`config.mk`:
```
export PLATFORM = sky130hd
export DESIGN_NAME = tt_vfp_elem_seq
export DESIGN_NICKNAME = d
export VERILOG_FILES = /design/src/rtl/tt_vfp_pkg.sv /design/src/rtl/tt_vfp_lat_tracker.sv /design/src/rtl/tt_vfp_elem_seq.sv
export SDC_FILE = /design/constraint.sdc
export NUM_CORES = 1
export LEC_CHECK = 0
export ABC_AREA = 1
export BUFFER_PORTS_ARGS = -buffer_cell sky130_fd_sc_hd__buf_2
export CAP_MARGIN = 20
export CORE_AREA = 2 2 303 305
export DETAILED_ROUTE_END_ITERATION = 8
export DIE_AREA = 0 0 305 307
export PLACE_DENSITY = 0.57
export SLEW_MARGIN = 20
export SYNTH_ARGS = -nofsm -noshare
export SYNTH_HDL_FRONTEND = slang
export SYNTH_SLANG_ARGS = --single-unit
```
`constraint.sdc`:
```
create_clock -name i_clk -period 1.6 [get_ports i_clk]
set_input_delay 0.16 -clock i_clk [delete_from_list [all_inputs] [get_ports i_clk]]
set_output_delay 0.16 -clock i_clk [all_outputs]
set_load 0.02 [all_outputs]
```
`src/rtl/tt_vfp_pkg.sv`:
```
// Shared types and encodings for the vector FP element sequencer.
// Element widths here describe the default half-precision configuration.
package tt_vfp_pkg;

  typedef enum logic [1:0] {IDLE, ISSUE, DRAIN, RESP} state_t;

  localparam logic [1:0] MODE_CVT = 2'd0;
  localparam logic [1:0] MODE_ADD = 2'd1;
  localparam logic [1:0] MODE_MUL = 2'd2;
  localparam logic [1:0] MODE_FMA = 2'd3;

  localparam logic [1:0] FMA_MADD  = 2'd0;
  localparam logic [1:0] FMA_MSUB  = 2'd1;
  localparam logic [1:0] FMA_NMSUB = 2'd2;
  localparam logic [1:0] FMA_NMADD = 2'd3;

  localparam int EXP_W  = 5;
  localparam int SIG_W  = 11;
  localparam int IEEE_W = EXP_W + SIG_W;
  localparam int REC_W  = IEEE_W + 1;

  // Recoded NaN: exponent top bits 3'b111, quiet bit set.
  localparam logic [IEEE_W-1:0] CANON_NAN     = 16'h7E00;
  localparam logic [REC_W-1:0]  CANON_NAN_REC = 17'h0E200;

endpackage

```
`src/rtl/tt_vfp_lat_tracker.sv`:
```
// Tracks {valid, idx} of issued elements through a fixed DEPTH-cycle pipe; pop appears DEPTH cycles after push.
// No backpressure: pushed every cycle; any_valid reports occupancy after the current shift.
module tt_vfp_lat_tracker #(
  parameter int DEPTH = 3,
  parameter int IDXW  = 3
) (
  input  logic            clk,
  input  logic            rst_n,
  input  logic            push_valid,
  input  logic [IDXW-1:0] push_idx,
  output logic            pop_valid,
  output logic [IDXW-1:0] pop_idx,
  output logic            any_valid
);

  logic [DEPTH-1:0] vld_q;
  logic [DEPTH-1:0] vld_d;
  logic [IDXW-1:0]  idx_q [DEPTH];

  generate
    if (DEPTH == 1) begin : g_one
      assign vld_d = push_valid;
    end else begin : g_many
      assign vld_d = {vld_q[DEPTH-2:0], push_valid};
    end
  endgenerate

  always_ff @(posedge clk or negedge rst_n) begin
    if (!rst_n) begin
      vld_q <= '0;
      for (int i = 0; i < DEPTH; i++) idx_q[i] <= '0;
    end else begin
      vld_q    <= vld_d;
      idx_q[0] <= push_idx;
      for (int i = 1; i < DEPTH; i++) idx_q[i] <= idx_q[i-1];
    end
  end

  assign pop_valid = vld_q[DEPTH-1];
  assign pop_idx   = idx_q[DEPTH-1];
  assign any_valid = |vld_d;

endmodule

```
`src/rtl/tt_vfp_elem_seq.sv`:
```
// Sequences one vector FP request into per-element FMA issues; response in cycle vl+FMA_LAT+1 after accept.
// One request in flight: o_req_ready only in IDLE; response held until i_rsp_ready.
module tt_vfp_elem_seq
  import tt_vfp_pkg::*;
#(
  parameter int expWidth = 5,
  parameter int sigWidth = 11,
  parameter int NELEM    = 8,
  parameter int FMA_LAT  = 3
) (
  input  logic                                i_clk,
  input  logic                                i_reset_n,
  input  logic                                i_req_valid,
  output logic                                o_req_ready,
  input  logic [1:0]                          i_req_mode,
  input  logic [1:0]                          i_req_fma_op,
  input  logic [2:0]                          i_req_rm,
  input  logic [$clog2(NELEM+1)-1:0]          i_req_vl,
  input  logic [NELEM-1:0]                    i_req_mask,
  input  logic [NELEM*(expWidth+sigWidth+1)-1:0] i_req_vs1,
  input  logic [NELEM*(expWidth+sigWidth+1)-1:0] i_req_vs2,
  input  logic [NELEM*(expWidth+sigWidth+1)-1:0] i_req_vs3,
  input  logic [NELEM*(expWidth+sigWidth)-1:0]   i_req_vd_old,
  output logic                                o_ex_valid,
  output logic [1:0]                          o_ex_mode,
  output logic [1:0]                          o_ex_fma_op,
  output logic [2:0]                          o_ex_rm,
  output logic [expWidth+sigWidth:0]          o_ex_a,
  output logic [expWidth+sigWidth:0]          o_ex_b,
  output logic [expWidth+sigWidth:0]          o_ex_c,
  input  logic [expWidth+sigWidth-1:0]        i_ex_res,
  input  logic [4:0]                          i_ex_exc,
  output logic                                o_rsp_valid,
  input  logic                                i_rsp_ready,
  output logic [NELEM*(expWidth+sigWidth)-1:0] o_rsp_vd,
  output logic [4:0]                          o_rsp_exc
);

  localparam int IEW  = expWidth + sigWidth;
  localparam int REW  = IEW + 1;
  localparam int VLW  = $clog2(NELEM + 1);
  localparam int IDXW = (NELEM > 1) ? $clog2(NELEM) : 1;

  state_t           state_q, state_d;
  logic [IDXW-1:0]  idx_q;
  logic [VLW-1:0]   vl_q;
  logic [NELEM-1:0] mask_q;
  logic [1:0]       mode_q, fma_op_q;
  logic [2:0]       rm_q;
  logic [4:0]       exc_q;
  logic [REW-1:0]   vs1_q [NELEM];
  logic [REW-1:0]   vs2_q [NELEM];
  logic [REW-1:0]   vs3_q [NELEM];
  logic [IEW-1:0]   vd_q  [NELEM];

  logic             accept, last;
  logic [VLW-1:0]   vl_clamped;
  logic             pop_valid, any_valid;
  logic [IDXW-1:0]  pop_idx;

  assign o_req_ready = (state_q == IDLE);
  assign accept      = i_req_valid && o_req_ready;
  assign vl_clamped  = (i_req_vl > VLW'(NELEM)) ? VLW'(NELEM) : i_req_vl;
  assign last        = ((VLW'(idx_q) + VLW'(1)) == vl_q);

  always_comb begin
    state_d = state_q;
    case (state_q)
      IDLE:    if (accept) state_d = (vl_clamped == '0) ? RESP : ISSUE;
      ISSUE:   if (last) state_d = DRAIN;
      DRAIN:   if (!any_valid) state_d = RESP;
      RESP:    if (i_rsp_ready) state_d = IDLE;
      default: state_d = IDLE;
    endcase
  end

  // Inactive or masked elements still take their slot but never reach the unit.
  assign o_ex_valid  = (state_q == ISSUE) && mask_q[idx_q] && (mode_q != MODE_CVT);
  assign o_ex_mode   = mode_q;
  assign o_ex_fma_op = fma_op_q;
  assign o_ex_rm     = rm_q;
  assign o_ex_a      = vs1_q[idx_q];
  assign o_ex_b      = vs2_q[idx_q];
  assign o_ex_c      = vs3_q[idx_q];

  tt_vfp_lat_tracker #(
    .DEPTH (FMA_LAT),
    .IDXW  (IDXW)
  ) u_tracker (
    .clk        (i_clk),
    .rst_n      (i_reset_n),
    .push_valid (o_ex_valid),
    .push_idx   (idx_q),
    .pop_valid  (pop_valid),
    .pop_idx    (pop_idx),
    .any_valid  (any_valid)
  );

  always_ff @(posedge i_clk or negedge i_reset_n) begin
    if (!i_reset_n) begin
      state_q  <= IDLE;
      idx_q    <= '0;
      vl_q     <= '0;
      mask_q   <= '0;
      mode_q   <= '0;
      fma_op_q <= '0;
      rm_q     <= '0;
      exc_q    <= '0;
      for (int k = 0; k < NELEM; k++) begin
        vs1_q[k] <= '0;
        vs2_q[k] <= '0;
        vs3_q[k] <= '0;
        vd_q[k]  <= '0;
      end
    end else begin
      state_q <= state_d;
      if (accept) begin
        idx_q    <= '0;
        vl_q     <= vl_clamped;
        mask_q   <= i_req_mask;
        mode_q   <= i_req_mode;
        fma_op_q <= i_req_fma_op;
        rm_q     <= i_req_rm;
        exc_q    <= '0;
        for (int k = 0; k < NELEM; k++) begin
          vs1_q[k] <= i_req_vs1[k*REW +: REW];
          vs2_q[k] <= i_req_vs2[k*REW +: REW];
          vs3_q[k] <= i_req_vs3[k*REW +: REW];
          vd_q[k]  <= i_req_vd_old[k*IEW +: IEW];
        end
      end else begin
        if ((state_q == ISSUE) && !last) idx_q <= idx_q + IDXW'(1);
        if (pop_valid) begin
          vd_q[pop_idx] <= i_ex_res;
          exc_q         <= exc_q | i_ex_exc;
        end
      end
    end
  end

  assign o_rsp_valid = (state_q == RESP);
  assign o_rsp_exc   = exc_q;

  always_comb begin
    o_rsp_vd = '0;
    for (int k = 0; k < NELEM; k++) o_rsp_vd[k*IEW +: IEW] = vd_q[k];
  end

endmodule

```
Yosys cells after proc, flatten, opt, wreduce, memory -nomap -nowiden
Cells that the tools add are included.
- bits in registers: 577
- output and inout port bits: 194
- logic and storage cells: 102
- $add $sub $neg: 2
- $lt $le $gt $ge: 5
- eq/ne operators: 8
- multiplexer cells: 27
- bitwise logic cells: 3
- reduce and logical (&&, ||, !) cells: 13
- operators by type and width (kind ; count):
    2-to-1 mux 128 bit ; 2
    binary-select mux 17 bit (select 3 bit) ; 3
    bitwise mux 128 bit ; 1
    2-to-1 mux 17 bit ; 6
    demux 16 bit (select 3 bit) ; 1
    2-to-1 mux 16 bit ; 1
    2-to-1 mux 2 bit ; 5
    2-to-1 mux 5 bit ; 2
    >= comparator 4 bit, second input constant ; 2
    NOT 3 -> 4 bit ; 2
    one-hot mux 2 bit (4 select lines) ; 1
    2-to-1 mux 3 bit ; 2
    nonzero test 2 bit ; 3
    logical AND 1 bit ; 5
    bitwise OR 5 bit ; 1
    adder 3 x 1 -> 4 bit, second input constant ; 1
    == test 2 bit, second input constant ; 2
    == test 4 bit ; 1
    > comparator 4 bit, second input constant ; 1
    zero test 4 bit ; 1
    less-than comparator 3 x 4 -> 1 bit, second input constant ; 1
    less-than comparator 4 x 1 -> 1 bit, second input constant ; 1
    2-to-1 mux 4 bit ; 1
    inequality test 2 x 1 -> 1 bit, second input constant ; 2
    9 further kinds ; 10

Longest topological paths before layout
Gate-level depths: netlist of run 1.
- word-level depth: 8
- gate-level depth with buffers: 13
- gate-level depth less buffers: 11

By module
Synthesis of run 1 repeated with hierarchy kept, for this count alone.
- cell total of the unflattened synthesis: 3455
- area, all modules: 26534.2 um^2
- by module, submodules not included (module ; instances ; cells an instance ; area each (um^2) ; sequential area each (um^2)):
    tt_vfp_elem_seq ; 1 ; 3437 ; 26200.1 ; 14138.6
    tt_vfp_lat_tracker ; 1 ; 18 ; 334.1 ; 300.3

Worst setup path after synthesis of run 1
OpenSTA, ideal clock, no wires.
- path type: register to register
- start: reg state_q[0]
- end: reg vd_q (netlist bit o_rsp_vd[37])
- data arrival time: 1.836 ns
- required time: 1.518 ns
- slack: -0.318 ns
- stages on the path, launching flop included: 10
- clock period less this slack: 1.918 ns
- path through: dfrtp_1 inv_1 ha_1 nand2_1 buf_4 clkinv_1 buf_2 clkbuf_1 nand2_1 a31oi_1
- word-level cells in the longest chain between the ends: 3
- elaborated cells on any way between the ends: 4
- classes of those cells: mux: 1; reduce/logical: 3
- ends and longest elaborated chain (what ; RTL line ; RTL):
    start, declared ; tt_vfp_elem_seq.sv:44 ; state_t state_q, state_d;
    start signal, assigned ; tt_vfp_elem_seq.sv:116 ; state_q <= state_d;
    zero test 2 bit (*) ; tt_vfp_elem_seq.sv:61 ; assign o_req_ready = (state_q == IDLE);
    net o_req_ready ; tt_vfp_elem_seq.sv:14 ; output logic o_req_ready,
    logical AND 1 bit (*) ; tt_vfp_elem_seq.sv:62 ; assign accept = i_req_valid && o_req_ready;
    2-to-1 mux 128 bit or nonzero test 2 bit (tied branches) ; - ;
    end signal, assigned by index ; tt_vfp_elem_seq.sv:129 ; vd_q[k] <= i_req_vd_old[k*IEW +: IEW];
    end signal, assigned by index ; tt_vfp_elem_seq.sv:134 ; vd_q[pop_idx] <= i_ex_res;
    end, declared ; tt_vfp_elem_seq.sv:54 ; logic [IEW-1:0] vd_q [NELEM];
Mark *: on every way through the listed nets, which the timed path passes. The rest lies on a longest branch.
A chain may end at the register's enable or synchronous reset.

Final worst setup path of run 1
- start: reg idx_q[0]
- end: out o_ex_a[7]
- word-level cells in the longest chain between the ends: 4
- ends and longest elaborated chain (what ; RTL line ; RTL):
    start, declared ; tt_vfp_elem_seq.sv:45 ; logic [IDXW-1:0] idx_q;
    start signal, assigned ; tt_vfp_elem_seq.sv:132 ; if ((state_q == ISSUE) && !last) idx_q <= idx_q + IDXW'(1);
    NOT 3 -> 4 bit (implied by the code) ; tt_vfp_elem_seq.sv:82 ; assign o_ex_a = vs1_q[idx_q];
    binary-select mux 17 bit (select 3 bit) ; tt_vfp_elem_seq.sv:82 ;
    2-to-1 mux 17 bit (implied by the code) (2 in a row) ; tt_vfp_elem_seq.sv:82 ;
    end, declared ; tt_vfp_elem_seq.sv:28 ; output logic [expWidth+sigWidth:0] o_ex_a,
No other way between the ends. The select of a mux whose other input is x is not followed.

==> results of run 1 <==
layer usage:
layer / wire, um / track usage, % / share of wire, %
met3: 10300 / 4.36 / 7.6
met1: 50200 / 29.4 / 37
met4: 9880 / 15.9 / 7.3
met2: 65200 / 43.0 / 48
met5: 13 / 0 / 0.0096
synthesized netlist by cell type, drive strengths merged, types with 5 or more instances:
master and count:
nand2 1456, o22ai 52, clkbuf 123, o21ai 275, a21oi 93, inv 35
nor3 7, ha 5, nor2 495, buf 107, dfrtp 577, o211ai 8
nand3 64, a31oi 96
cells by family after synthesis:
family                     Yosys count  synth area share [%]
AOI/OAI and AO/OA                  526                  10.9
adders and majority gates            5                 0.238
and+or+nand+nor                   2025                  29.5
buffers and inverters              267                  4.34
DFF                                577                  55.0
xor gates and xnor gates             2                0.0667
power by group:
group	leakage, nW	switching, mW	total [mW]	internal (mW)
Sequential	7.18	5.24	26.8	21.6
Combinational	15.1	28.5	50.7	22.2
Clock	1.14	6.93	16.4	9.50
Total	23.4	40.7	94.0	53.3
worst max-delay path, cell delays in order (launching register included):
cell       delay, ns
dfrtp_4         0.50
buf_12          0.17
clkinv_16       0.09
buf_8           0.12
clkbuf_16       0.17
nor2_4          0.04
o22ai_2         0.14
nor2_1          0.08
a31oi_2         0.36
buf_4           0.23
metrics by stage:
stage / instance area (um2) / setup WS [ns] / utilization [%]
after global routing: 46900 / -1.14 / 51.7
after global placement: 33500 / -0.531 / 37.0
after floorplan: 26800 / 0.00211 / -
final: 46900 / -1.08 / 51.7
after detailed placement: 33500 / -0.492 / 37.0
after CTS: 43200 / -0.972 / 47.6
flip-flops by register name (all words and copies together), names as in the netlist:
signal / flops
vs1_q: 136
u_tracker.pop_idx: 3
state_q: 2
u_tracker.idx_q: 6
o_rsp_vd: 128
vs3_q: 136
mask_q: 8
o_rsp_exc: 5
vl_q: 4
idx_q: 3
o_ex_mode: 2
o_ex_rm: 3
vs2_q: 136
u_tracker.vld_q: 3
o_ex_fma_op: 2
area by class of cell:
type / instances / share of cell area (%)
Clock inverter: 30 / 0.833
Sequential cell: 577 / 30.8
Tap cell: 1186 / 3.17
Multi-Input combinational cell: 2558 / 26.8
Timing Repair Buffer: 1731 / 33.5
Inverter: 37 / 0.467
Antenna cell: 4 / 0.0214
Clock buffer: 91 / 4.23
Timing Repair inverter: 5 / 0.160
repair_timing:
action	4_1_cts	5_1_grt
pin swaps	24	146
gates cloned	25	66
hold buffers	577	0
endpoints found under the hold margin	968	0
resized for setup	209	616
setup endpoints to repair	471	620
buffers inserted	32	49
worst paths after layout:
kind,from,endpoint,slack [ns],depth (start not counted)
max in group asynchronous,i_reset_n,mask_q[2]$_DFFE_PN0P_,0.72,3
worst min register to register,u_tracker.idx_q[5]$_DFF_PN0_,u_tracker.pop_idx[2]$_DFF_PN0_,0.33,0
worst max register to register,state_q[0]$_DFFE_PN0P_,vs1_q[103]$_DFFE_PN0P_,-0.43,11
min in group i_clk,i_rsp_ready,state_q[1]$_DFFE_PN0P_,0.05,5
worst min-delay path,i_reset_n,o_rsp_vd[89]$_DFFE_PN0P_,0.03,2
worst max-delay path,idx_q[0]$_DFFE_PN0P_,o_ex_a[7],-1.08,9
==> metrics.md, run 1 <==
| Metric | Value |
|---|---|
| Synthesized Nets | about 4,000 |
| Die area | ~94,000 um2 |
| # IOs | between 700 and 800 |
| Minimum clock period | about 2.7 ns |
| Post-synth EDFFs | 0 |
| Finished Layout Cells | 6,219 |
| Number of max-slew violations in the final report | 0 |
| CP required | around 1.4 ns |
| Nets | 5,565 |
| Avg Synthesized Cell Area | ~7.7 um2 |
| Detail Route Antenna Nets | 0 |
| Most common cell after layout, fill and taps aside | nand2_1 |
| Fraction of registers with async set or reset after synthesis | 100% |
| Worst relative slew slack | a little under 70% |
| Initial antenna violation count | 8 |
| Die W | roughly 310 um |
| Finish-stage setup viols | a little over 600 |
| Reg clk slew, reported paths | 0.06 ns |
| CTS H-tree depth | 3 |
| Final Hold Viols | 0 |
| Yosys top cell area share | 55.0% |
| Initial DRC Count | between 2,000 and 3,000 |
| Tot GR Track Use | 25.2% |
| Tightest Pin Transition | roughly 0.46 ns |
| Min Hold Slack | roughly 0.03 ns |
| Syn-to-layout area delta | 78.5% |
| Site row count | 111 |
| Fraction of layout cells with a size suffix above 1 | roughly 33% |
| Worst-case clock buffer depth | 3 |
| I/O Buffers | about 770 |
| Period Utilization, post-route | 168% |
| Clk_lat worst skew | ~0.63 ns |
| Power Density | 2000 nW/um2 |
| Post-Route WL | 136,000 um |
| Final WS setup | -1.08 ns |
| Detailed Place HPWL | approximately 81,000 um |
| Multi-input gate area | ~13,000 um2 |
| Setup crit start kind | flip-flop |
| Min-delay worst type | in2async |
| Largest net degree at the start of global routing | between 70 and 80 |
| Most frequent cells in the layout | nand2_1, buf_2, dlygate4sd3_1 |
| CTS tree | yes |
| Cell area after synthesis | between 20,000 and 30,000 um2 |
| Worst vdd ir | approximately 1.4 mV |
| Tot Pwr | 94.0 mW |
| Critical path class | reg2out |
| Dominant cells by area after synthesis | dfrtp_1, nand2_1, nor2_1 |
| Num Clock Sinks | roughly 580 |
| Cts bufs inserted | 70 |
| Violated checks | setup timing |
| Global route total overflow | 0 |
| Drt drc | 0 |
| Vias | around 31,000 |
| Mapped Cells | 3,402 |
| TNS Setup | -151.12 ns |
| Critical path arrival | 2.52 ns |
| Fmax achieved | about 370 MHz |
| Clock root buffer | clkbuf_16 |
| Filler Cell Count | roughly 8,000 |
| Crit path max fanout | 7 |
| TritonRoute pass-1 iters | 6 |
| Avg Vias per Cell | roughly 5.0 |
| RSZ-0062 raised after global routing | true |
| Leakage | between 20 and 25 nW |
| Vias in the first global route | about 30,000 |
| Initial core utilization | between 20% and 30% |
| Global-route wire length before repair | approximately 180,000 um |
| FF/Latch Area | around 14,000 um2 |
| Syn. warnings | 0 |
| Die H | just over 300 um |
| Core Box Area | ~91,000 um2 |
| Sequential fraction of the synthesis area | between 50% and 60% |
| Cell variety after synth | 29 |
| Dpl cells | between 5,000 and 6,000 |
| Total of max-cap violations | 0 |
| Yosys top cell by area | dfrtp_1 |
| Final clock skew | 0.0386 ns |
| Worst setup EP type | primary output |
| Top FF cell, synth | dfrtp_1 |
| Seq cells post-synth | 577 |
| Status | finished, violations left |
| WL/cell | roughly 22 um |
| GPL Wtd Cong | approximately 0.9 |
Note: power is estimated with default switching activity, not from simulation.
==> run 2: changes to the inputs <==
CELL_PAD_IN_SITES_DETAIL_PLACEMENT = 1   (was not set)
CELL_PAD_IN_SITES_GLOBAL_PLACEMENT = 2   (was not set)
CORE_AREA = not set   (was 2 2 303 305)
CORE_MARGIN = 1   (was not set)
CORE_UTILIZATION = 29   (was not set)
DIE_AREA = not set   (was 0 0 305 307)
PLACE_DENSITY = 0.85   (was 0.57)
clock period = 2.7 ns   (was 1.6 ns; I/O delays follow)
==> run 2 against run 1 <==
The flow now finishes without violations. Worst hold slack better by 0.0046 ns. Clock-buffer cell count grew 8. Combinational power decreased by 54%. Non-clock buffer count is 263 lower. Critical endpoint is now o_ex_c[15].
==> metrics.md, run 2 (synthesis results as in run 1) <==
| Metric | Value |
|---|---|
| Syn-to-layout area delta | 55.1% (was 78.5%) |
| Crit path max fanout | 51 (was 7) |
| Leakage | 20.6 nW (was 23.4 nW) |
| Vias | 30,100 (was 31,300) |
| Most frequent cells in the layout | nand2_1, buf_2, dlygate4sd3_1, dfrtp_1, nor2_1 (was nand2_1, buf_2, dlygate4sd3_1) |
| Cts bufs inserted | 69 (was 70) |
| Die area | 91,800 um2 (was 93,600 um2) |
| # IOs | 774 (unchanged) |
| Initial antenna violation count | 28 (was 8) |
| Dpl cells | 5,203 (was 5,355) |
| Tot Pwr | 48.3 mW (was 94.0 mW) |
| Fraction of layout cells with a size suffix above 1 | 22.2% (was 33.5%) |
| WL/cell | 23.0 um (was 21.8 um) |
| Worst setup EP type | primary output (unchanged) |
| Clk_lat worst skew | 0.62 ns (was 0.63 ns) |
| Drt drc | 0 (unchanged) |
| Top Registers | vs1_q x136, vs2_q x136, vs3_q x136 (unchanged) |
| Vias in the first global route | 32,600 (was 30,200) |
| Detail Route Antenna Nets | 0 (unchanged) |
| Avg Vias per Cell | 5.06 (was 5.03) |
| Setup crit start kind | flip-flop (unchanged) |
| Number of max-slew violations in the final report | 0 (unchanged) |
| CTS tree | yes (unchanged) |
| Minimum clock period | around 2.7 ns |
| Global-route wire length before repair | 200,000 um (was 181,000 um) |
| Tot GR Track Use | 28.8% (was 25.2%) |
| Global route total overflow | 0 (unchanged) |
| Num Clock Sinks | 577 (unchanged) |
| Critical path class | reg2out (unchanged) |
| Site row count | 109 (was 111) |
| Largest net degree at the start of global routing | 120 (was 77) |
| Final Hold Viols | 0 (unchanged) |
| Clock root buffer | clkbuf_16 (unchanged) |
| Filler Cell Count | 10,800 (was 7,955) |
| Finished Layout Cells | 5,959 (was 6,219) |
| CTS H-tree depth | 3 (unchanged) |
| Period Utilization, post-route | about 100% |
| Detailed Place HPWL | 84,700 um (was 80,800 um) |
| Core Box Area | 89,100 um2 (was 90,700 um2) |
| Final clock skew | 0.0256 ns (was 0.0386 ns) |
| FF/Latch Area | 14,400 um2 (unchanged) |
| Critical path arrival | 2.42 ns (was 2.52 ns) |
| Worst-case clock buffer depth | 3 (unchanged) |
| Die H | 303 um (was 307 um) |
| Initial core utilization | 29.5% (was 29.0%) |
| RSZ-0062 raised after global routing | true (unchanged) |
| Worst vdd ir | 0.631 mV (was 1.44 mV) |
| Place WS | 0.357 ns (was -0.492 ns) |
| Setup slack, reg-to-reg | 0.17 ns (was -0.43 ns) |
| Power Density | 1190 nW/um2 (was 2000 nW/um2) |
| Finish-stage setup viols | 0 (was 617) |
| Min-delay worst type | in2reg (was in2async) |
| Final WS setup | 0.00864 ns (was -1.08 ns) |
| Post-Route WL | 137,000 um (was 136,000 um) |
| Reg clk slew, reported paths | 0.06 ns (about the same) |
| GPL Wtd Cong | 0.901 (was 0.896) |
| Status | complete, no violations (was finished, violations left) |
| Nets | 5,302 (was 5,565) |
| CP required | 2.43 ns (was 1.44 ns) |
| Multi-input gate area | 10,800 um2 (was 12,600 um2) |
| Most common cell after layout, fill and taps aside | nand2_1 (unchanged) |
| TritonRoute pass-1 iters | 8 (was 6) |
| Fmax achieved | around 370 MHz |
| Die W | 303 um (was 305 um) |
| Min Hold Slack | 0.0346 ns (was 0.0300 ns) |
| Total of max-cap violations | 0 (unchanged) |
| I/O Buffers | 773 (unchanged) |
| Initial DRC Count | 2,018 (was 2,977) |
| Worst relative slew slack | 55.1% (was 69.1%) |
| Tightest Pin Transition | 0.671 ns (was 0.464 ns) |
[run 2: cell types whose count changed in the layout (fill, tap and decap cells not counted), sizes merged]
| cell | change |
|---|---|
| buf | -212 |
| bufbuf | -5 |
| bufinv | -1 |
| clkbuf | -36 |
| clkinv | -1 |
| clkinvlp | -7 |
| diode | +22 |
| dlygate4sd3 | -2 |
| inv | +3 |
[run 2: final timing paths]
check / startpoint / to / cells past startpoint
max in group asynchronous: i_reset_n / vs1_q[17]$_DFFE_PN0P_ / 3
worst min register to register: u_tracker.idx_q[5]$_DFF_PN0_ / u_tracker.pop_idx[2]$_DFF_PN0_ / 0
worst max register to register: state_q[1]$_DFFE_PN0P_ / o_rsp_vd[108]$_DFFE_PN0P_ / 9
worst min-delay path: i_ex_res[0] / o_rsp_vd[64]$_DFFE_PN0P_ / 3
min in group asynchronous: i_reset_n / vs3_q[122]$_DFFE_PN0P_ / 2
worst max-delay path: idx_q[0]$_DFFE_PN0P_ / o_ex_c[15] / 7
[run 2: per-layer routing]
| metal | wire (um) | GRT usage, % | share of wire (%) | vias up |
|---|---|---|---|---|
| li1 | - | - | - | 13500 |
| met3 | 8980 | 5.92 | 6.5 | 485 |
| met4 | 9770 | 19.0 | 7.1 | 16 |
| met1 | 52600 | 33.7 | 38 | 14800 |
| met5 | 104 | 0 | 0.076 | - |
| met2 | 65700 | 48.0 | 48 | 1307 |
[run 2: critical path: stages (launching register included)]
cell and delay [ns]:
dfrtp_4 0.50, buf_12 0.16, buf_16 0.18, o21ai_0 0.39, o22ai_2 0.15, nor2_2 0.15, a31oi_2 0.06, buf_4 0.18
[run 2: per-stage QoR]
step           instance area [um2]  utilization [%]  setup TNS [ns]
2_1_floorplan                26300                -               0
3_3_place_gp                 31700             35.6               0
3_5_place_dp                 31700             35.6               0
4_1_cts                      40300             45.3          -0.218
5_1_grt                      40700             45.7          -0.147
6_report                     40700             45.7               0
[run 2: report_power, final]
part / internal [mW] / leakage [nW] / switching (mW)
Combinational: 8.37 / 12.3 / 14.9
Sequential: 12.8 / 7.18 / 2.72
Clock: 5.60 / 1.14 / 3.98
Total: 26.7 / 20.6 / 21.6
[run 2: layout make-up]
class	instances	share of cell area [%]
Inverter	37	0.507
Antenna cell	26	0.160
Timing Repair Buffer	1468	27.9
Clock buffer	99	5.04
Tap cell	1165	3.58
Clock inverter	23	0.577
Timing Repair inverter	6	0.178
Sequential cell	577	35.5
Multi-Input combinational cell	2558	26.6
[run 2: repair_timing]
| action | in CTS | in global routing |
|---|---|---|
| pin swaps | 9 | 12 |
| endpoints found under the setup margin | 52 | 66 |
| gates resized for setup | 49 | 64 |
| hold buffers | 575 | 0 |
| gates cloned | 9 | 6 |
| hold endpoints to repair | 591 | 0 |
| setup buffers | 10 | 9 |
